`config.mk`:
```
export PLATFORM = sky130hd
export DESIGN_NAME = xfer_rate_sched
export DESIGN_NICKNAME = d
export VERILOG_FILES = /design/src/rtl/xfer_rate_sched_pkg.sv /design/src/rtl/xfer_rate_sched_strobe.sv /design/src/rtl/xfer_rate_sched.sv
export SDC_FILE = /design/constraint.sdc
export NUM_CORES = 1
export LEC_CHECK = 0
export ABC_AREA = 1
export CORE_UTILIZATION = 55
export CTS_BUF_LIST = sky130_fd_sc_hd__clkbuf_4 sky130_fd_sc_hd__clkbuf_8
export DETAILED_ROUTE_END_ITERATION = 8
export PLACE_DENSITY_LB_ADDON = 0.2
export SYNTH_ARGS = -nofsm -noshare
export SYNTH_HDL_FRONTEND = slang
export SYNTH_HIERARCHICAL = 1
export SYNTH_SLANG_ARGS = --single-unit
```
`constraint.sdc`:
```
create_clock -name i_clk -period 3.05 [get_ports i_clk]
set_clock_uncertainty 0.05 [all_clocks]
set_input_delay 0.4575 -clock i_clk [delete_from_list [all_inputs] [get_ports i_clk]]
set_output_delay 0.4575 -clock i_clk [all_outputs]
set_load 0.01 [all_outputs]
```
`src/rtl/xfer_rate_sched_pkg.sv`:
```
// xfer_rate_sched_pkg: shared state encoding and reset-time divisor defaults
package xfer_rate_sched_pkg;

    typedef enum logic [1:0] {
        ST_IDLE,
        ST_RUN,
        ST_DRAIN
    } state_t;

    localparam int DIV_W_DEF  = 4;
    localparam int WR_DIV_DEF = 2;
    localparam int RD_DIV_DEF = 3;

endpackage

```
`src/rtl/xfer_rate_sched_strobe.sv`:
```
// rate_strobe: phase counter 0..div-1 that flags when the next cycle is a slot
module rate_strobe
    import xfer_rate_sched_pkg::*;
#(
    parameter int DIV_W = DIV_W_DEF
) (
    input  logic             i_clk,
    input  logic             i_reset_n,
    input  logic             i_clear,
    input  logic [DIV_W-1:0] i_div,
    output logic             o_slot_nx
);

    logic [DIV_W-1:0] r_cnt;
    logic [DIV_W-1:0] w_cnt_nx;
    logic [DIV_W-1:0] w_last;

    // Next phase is zero while cleared, otherwise wraps after div-1; the slot flag looks one cycle ahead
    always_comb begin
        w_last    = i_div - DIV_W'(1);
        w_cnt_nx  = (i_clear || r_cnt >= w_last) ? '0 : r_cnt + DIV_W'(1);
        o_slot_nx = w_cnt_nx == w_last;
    end

    // Phase register
    always_ff @(posedge i_clk or negedge i_reset_n) begin
        if (!i_reset_n) r_cnt <= '0;
        else            r_cnt <= w_cnt_nx;
    end

endmodule

```
`src/rtl/xfer_rate_sched.sv`:
```
// xfer_rate_sched: run/stop FSM and divided write/read strobe generator for the FIFO ports
module xfer_rate_sched
    import xfer_rate_sched_pkg::*;
#(
    parameter int DIV_W      = DIV_W_DEF,
    parameter int WR_DIV_RST = WR_DIV_DEF,
    parameter int RD_DIV_RST = RD_DIV_DEF
) (
    input  logic             i_clk,
    input  logic             i_reset_n,
    input  logic             i_cfg_valid,
    output logic             o_cfg_ready,
    input  logic [DIV_W-1:0] i_cfg_wr_div,
    input  logic [DIV_W-1:0] i_cfg_rd_div,
    output logic             o_cfg_err,
    input  logic             i_start,
    input  logic             i_stop,
    input  logic             i_fifo_full,
    input  logic             i_fifo_empty,
    output logic             o_wr_en,
    output logic             o_rd_en,
    output logic             o_wr_drop,
    output logic             o_rd_drop,
    output logic             o_busy
);

    state_t           r_state;
    state_t           w_nstate;
    logic [DIV_W-1:0] r_wr_div;
    logic [DIV_W-1:0] r_rd_div;
    logic [DIV_W-1:0] w_wr_div_nx;
    logic [DIV_W-1:0] w_rd_div_nx;
    logic             w_idle;
    logic             w_cfg_bad;
    logic             w_cfg_load;
    logic             w_wr_slot;
    logic             w_rd_slot;
    logic             w_wr_live;
    logic             w_rd_live;
    logic             r_cfg_err;
    logic             r_wr_en;
    logic             r_rd_en;
    logic             r_wr_drop;
    logic             r_rd_drop;

    // Config acceptance and next-state; strobes are decided against the state they will appear in
    always_comb begin
        w_idle      = r_state == ST_IDLE;
        w_cfg_bad   = i_cfg_wr_div == '0 || i_cfg_rd_div == '0;
        w_cfg_load  = w_idle && i_cfg_valid && !w_cfg_bad;
        w_wr_div_nx = w_cfg_load ? i_cfg_wr_div : r_wr_div;
        w_rd_div_nx = w_cfg_load ? i_cfg_rd_div : r_rd_div;
        w_nstate    = r_state;
        case (r_state)
            ST_IDLE:  if (i_start && !i_stop) w_nstate = ST_RUN;
            ST_RUN:   if (i_stop) w_nstate = i_fifo_empty ? ST_IDLE : ST_DRAIN;
            ST_DRAIN: if (i_fifo_empty) w_nstate = ST_IDLE;
            default:  w_nstate = ST_IDLE;
        endcase
        w_wr_live   = w_nstate == ST_RUN && w_wr_slot;
        w_rd_live   = w_nstate != ST_IDLE && w_rd_slot;
    end

    rate_strobe #(.DIV_W(DIV_W)) u_wr (
        .i_clk     (i_clk),
        .i_reset_n (i_reset_n),
        .i_clear   (w_idle),
        .i_div     (w_wr_div_nx),
        .o_slot_nx (w_wr_slot)
    );

    rate_strobe #(.DIV_W(DIV_W)) u_rd (
        .i_clk     (i_clk),
        .i_reset_n (i_reset_n),
        .i_clear   (w_idle),
        .i_div     (w_rd_div_nx),
        .o_slot_nx (w_rd_slot)
    );

    // State, divisors and registered strobes/pulses
    always_ff @(posedge i_clk or negedge i_reset_n) begin
        if (!i_reset_n) begin
            r_state   <= ST_IDLE;
            r_wr_div  <= DIV_W'(WR_DIV_RST);
            r_rd_div  <= DIV_W'(RD_DIV_RST);
            r_cfg_err <= 1'b0;
            r_wr_en   <= 1'b0;
            r_rd_en   <= 1'b0;
            r_wr_drop <= 1'b0;
            r_rd_drop <= 1'b0;
        end else begin
            r_state   <= w_nstate;
            r_wr_div  <= w_wr_div_nx;
            r_rd_div  <= w_rd_div_nx;
            r_cfg_err <= w_idle && i_cfg_valid && w_cfg_bad;
            r_wr_en   <= w_wr_live && !i_fifo_full;
            r_wr_drop <= w_wr_live && i_fifo_full;
            r_rd_en   <= w_rd_live && !i_fifo_empty;
            r_rd_drop <= w_rd_live && i_fifo_empty;
        end
    end

    assign o_cfg_ready = w_idle;
    assign o_busy      = !w_idle;
    assign o_cfg_err   = r_cfg_err;
    assign o_wr_en     = r_wr_en;
    assign o_rd_en     = r_rd_en;
    assign o_wr_drop   = r_wr_drop;
    assign o_rd_drop   = r_rd_drop;

endmodule

```
==> metrics.md <==
| Metric | Value |
|---|---|
| Status | `finished, final reports clean` |
| Post-Syn Area | `0.001525 sq mm` |
| Initial antenna violation count | `0` |
| Critical path endpoint | `o_wr_en` |
| Critical path class | `input port to flip-flop` |
| Num CTS Buffers | `3` |
| Fill count | `174` |
| Synth Net Count | `220` |
| Comb pwr share | `51.8%` |
| Via Count | `1428` |
| Number of global-route vias before repair | `1302` |
| Sequential-to-total area share from yosys stat | `37.98%` |
| ANT nets after route | `0` |
| Root Driver | `clkbuf_4` |
| CP endpoint kind | `flip-flop` |
| Crit path max fanout | `8` |
| # diodes | `0` |
| Reg clk slew, reported paths | `140 ps` |
| Synth Warn # | `6` |
| R2R Setup Slk | `150 ps` |
| Fmax | `336.8 MHz` |
| CTS tree | `yes` |
| Placed Cells | `266` |
| Post-synth top area share | `32.81%` |
| Chip height | `54.66 microns` |
| Nets | `271` |
| Slew HR | `79.83%` |
| Post-DP Area | `0.001938 sq mm` |
| Crit start category | `input port` |
| Final setup margin | `80.66 ps` |
| Syn Inst Count | `193` |
| Total gr overflow | `0` |
| Max Cap Viol | `0` |
| Tcrit/Tclk final | `97.36%` |
| Synthesis-to-layout area growth | `33.96%` |
| Total core area | `0.002545 sq mm` |
| GRT Resource Usage Total | `23.97%` |
| PortBufs | `21` |
| Mean post-synth cell area | `7.903 sq um` |
| Starting density of the core | `59.93%` |
| Num Clock Sinks | `23` |
| Post-synthesis register bit count | `23` |
| LEAKAGE | `1.163 nW` |
| First-pass GRT wire length | `5078 microns` |
| Min-Delay Path Class | `input port to async pin` |
| Power Dens Cells | `529.5 mW/mm^2` |
| Crit path from | `i_cfg_rd_div[1]` |
| Switching Fraction | `40.67%` |
| Post-cts hold buffer count | `0` |
| Final Hold Vio Count | `0` |
| Largest net degree at the start of global routing | `24` |
| Endpoints failing setup | `0` |
| Final non-filler cell total | `273` |
| Final GP Congestion | `0.9431` |
| HPWL Detailed | `2536 microns` |
| Via/cell ratio | `5.231` |
| Die area | `0.002988 sq mm` |
| Cell accounting for the most synthesized area | `dfrtp_1` |
| Final instance area | `0.002043 sq mm` |
| Reg power frac | `34.7%` |
| Design Power | `1.082 mW` |
| Initial DRC Count | `28` |
| Clock power share | `13.5%` |
| CP Data Arrival Time | `3170 ps` |
| Chip width | `54.66 microns` |
| Layout cell share with drive strength beyond 1 | `29.22%` |
| Final setup TNS | `0 ps` |
| Worst IR Drop VDD | `0.0004833 V` |
| WHS | `425.2 ps` |
| Level count of the clock H-tree | `1` |
| Largest cells by area after synthesis | `dfrtp_1 (33%), nand2_1 (14%), ha_1 (9.8%), inv_1 (7.4%), nand3_1 (5.9%)` |
| Worst slew pin tran | `302.5 ps` |
| Post-Place Setup Slack | `-202.5 ps` |
| R2r startpoint | `r_state[1]` |
| Worst skew pair latency | `310 ps` |
| CP Data Required Time | `3250 ps` |
| Drt first pass iters | `5` |
| Util after Layout | `80.29%` |
| Fin. max-slew vios | `0` |
| Max clock buf depth | `2` |
| Reg2reg path depth | `22` |
| Pint | `0.6419 mW` |
| Yosys cell types | `21` |
| Final WL | `3565 microns` |
| Average wire per standard cell | `13.06 microns` |
| I/O pin count | `22` |
| Final min period | `2969 ps` |
| Post-route DRC | `0` |
| Row Count | `18` |
| Reg2reg end | `o_wr_en` |
| Psw | `0.4400 mW` |
worst min-delay path by stage:
stage           startpoint            end  slack (ps)
4_1_cts          i_reset_n  u_rd/r_cnt[1]         430
3_3_place_gp   r_wr_div[3]    r_wr_div[3]         460
2_1_floorplan    i_reset_n      o_cfg_err         110
3_5_place_dp   r_rd_div[3]    r_rd_div[3]         470
5_1_grt          i_reset_n  u_rd/r_cnt[1]         470
6_report         i_reset_n        o_rd_en         430
metal layers:
layer | wire length, microns | global-route usage (%)
met4 | 59 | 10.68
met5 | 0 | 0
met1 | 1419 | 24.35
met2 | 1932 | 47.39
met3 | 154 | 2.778
cells in the final DEF (no fill, tap or decap), drive strengths merged, types with 3 or more instances in the layout:
master,synthesis,layout
nand2,64,64
inv,36,36
buf,0,25
clkdlybuf4s50,0,21
nor2,21,21
dfrtp,20,20
nand3,19,19
ha,12,12
nand4,8,8
xor2,4,4
clkbuf,0,3
dfstp,3,3
worst max-delay path, cell delays in order:
cell and delay [ps]:
clkdlybuf4s50_1 490, nor2_1 50, nand2_1 90, buf_4 130, nand3_4 120, nand2_1 80
nand2_1 70, buf_4 140, nor2_2 100, nand2_2 70, xnor2_2 170, inv_1 80
ha_1 290, nand2_1 60, inv_1 90, nand2_4 100, nand3_1 120, nand2_1 60
nand2_1 60, nand2_1 60, nor2_1 100, nand2_1 70, nor2_1 100
Yosys cell counts:
cell type	count
nand2_1	56
xnor2_2	2
nor2_1	15
xor2_1	4
o21ai_1	1
nor2_8	1
nor2_2	4
dfstp_2	3
inv_2	5
nand3_4	1
nand3_1	18
nor3_1	1
nor2_4	1
nand2_2	6
nand3b_4	2
nand2_4	2
inv_4	1
ha_1	12
dfrtp_1	20
nand4_1	8
inv_1	30
power by group through the flow:
stage	combinational [mW]	clock (mW)	sequential, mW
floorplan	0.331	0	0.373
global placement	0.482	0	0.377
detailed placement	0.501	0	0.379
CTS	0.504	0.149	0.374
global route	0.624	0.162	0.378
finish	0.560	0.146	0.376
repair_timing:
action                     4_1_cts  5_1_grt
setup buffers                    0        3
setup endpoints to repair        0        4
gates resized for setup          0       16
registers in the layout, summed over array words and instances (netlist names):
name and flops:
r_state 2, u_wr/r_cnt 4, r_rd_div 4, r_wr_div 4, o_rd_en 1, o_wr_drop 1
u_rd/r_cnt 4, o_wr_en 1, o_rd_drop 1, o_cfg_err 1
kinds of logic after synthesis:
kind of cell,after synthesis,share of synthesized area (%)
fa+ha+maj,12,9.844
compound gates,1,0.3278
xor+xnor,6,4.430
simple gates,115,38.39
buf+inv,36,9.024
flops,23,37.98
final cells by class:
class / count / area (sq um) / area share, %
Multi-Input combinational cell: 134 / 858.3 / 42.01
Sequential cell: 23 / 579.3 / 28.35
Timing Repair Buffer: 46 / 397.9 / 19.47
Inverter: 36 / 142.6 / 6.981
Tap cell: 30 / 37.54 / 1.837
Clock buffer: 3 / 22.52 / 1.102
Clock inverter: 1 / 5.005 / 0.2449
Note: power is estimated with default switching activity, not from simulation.
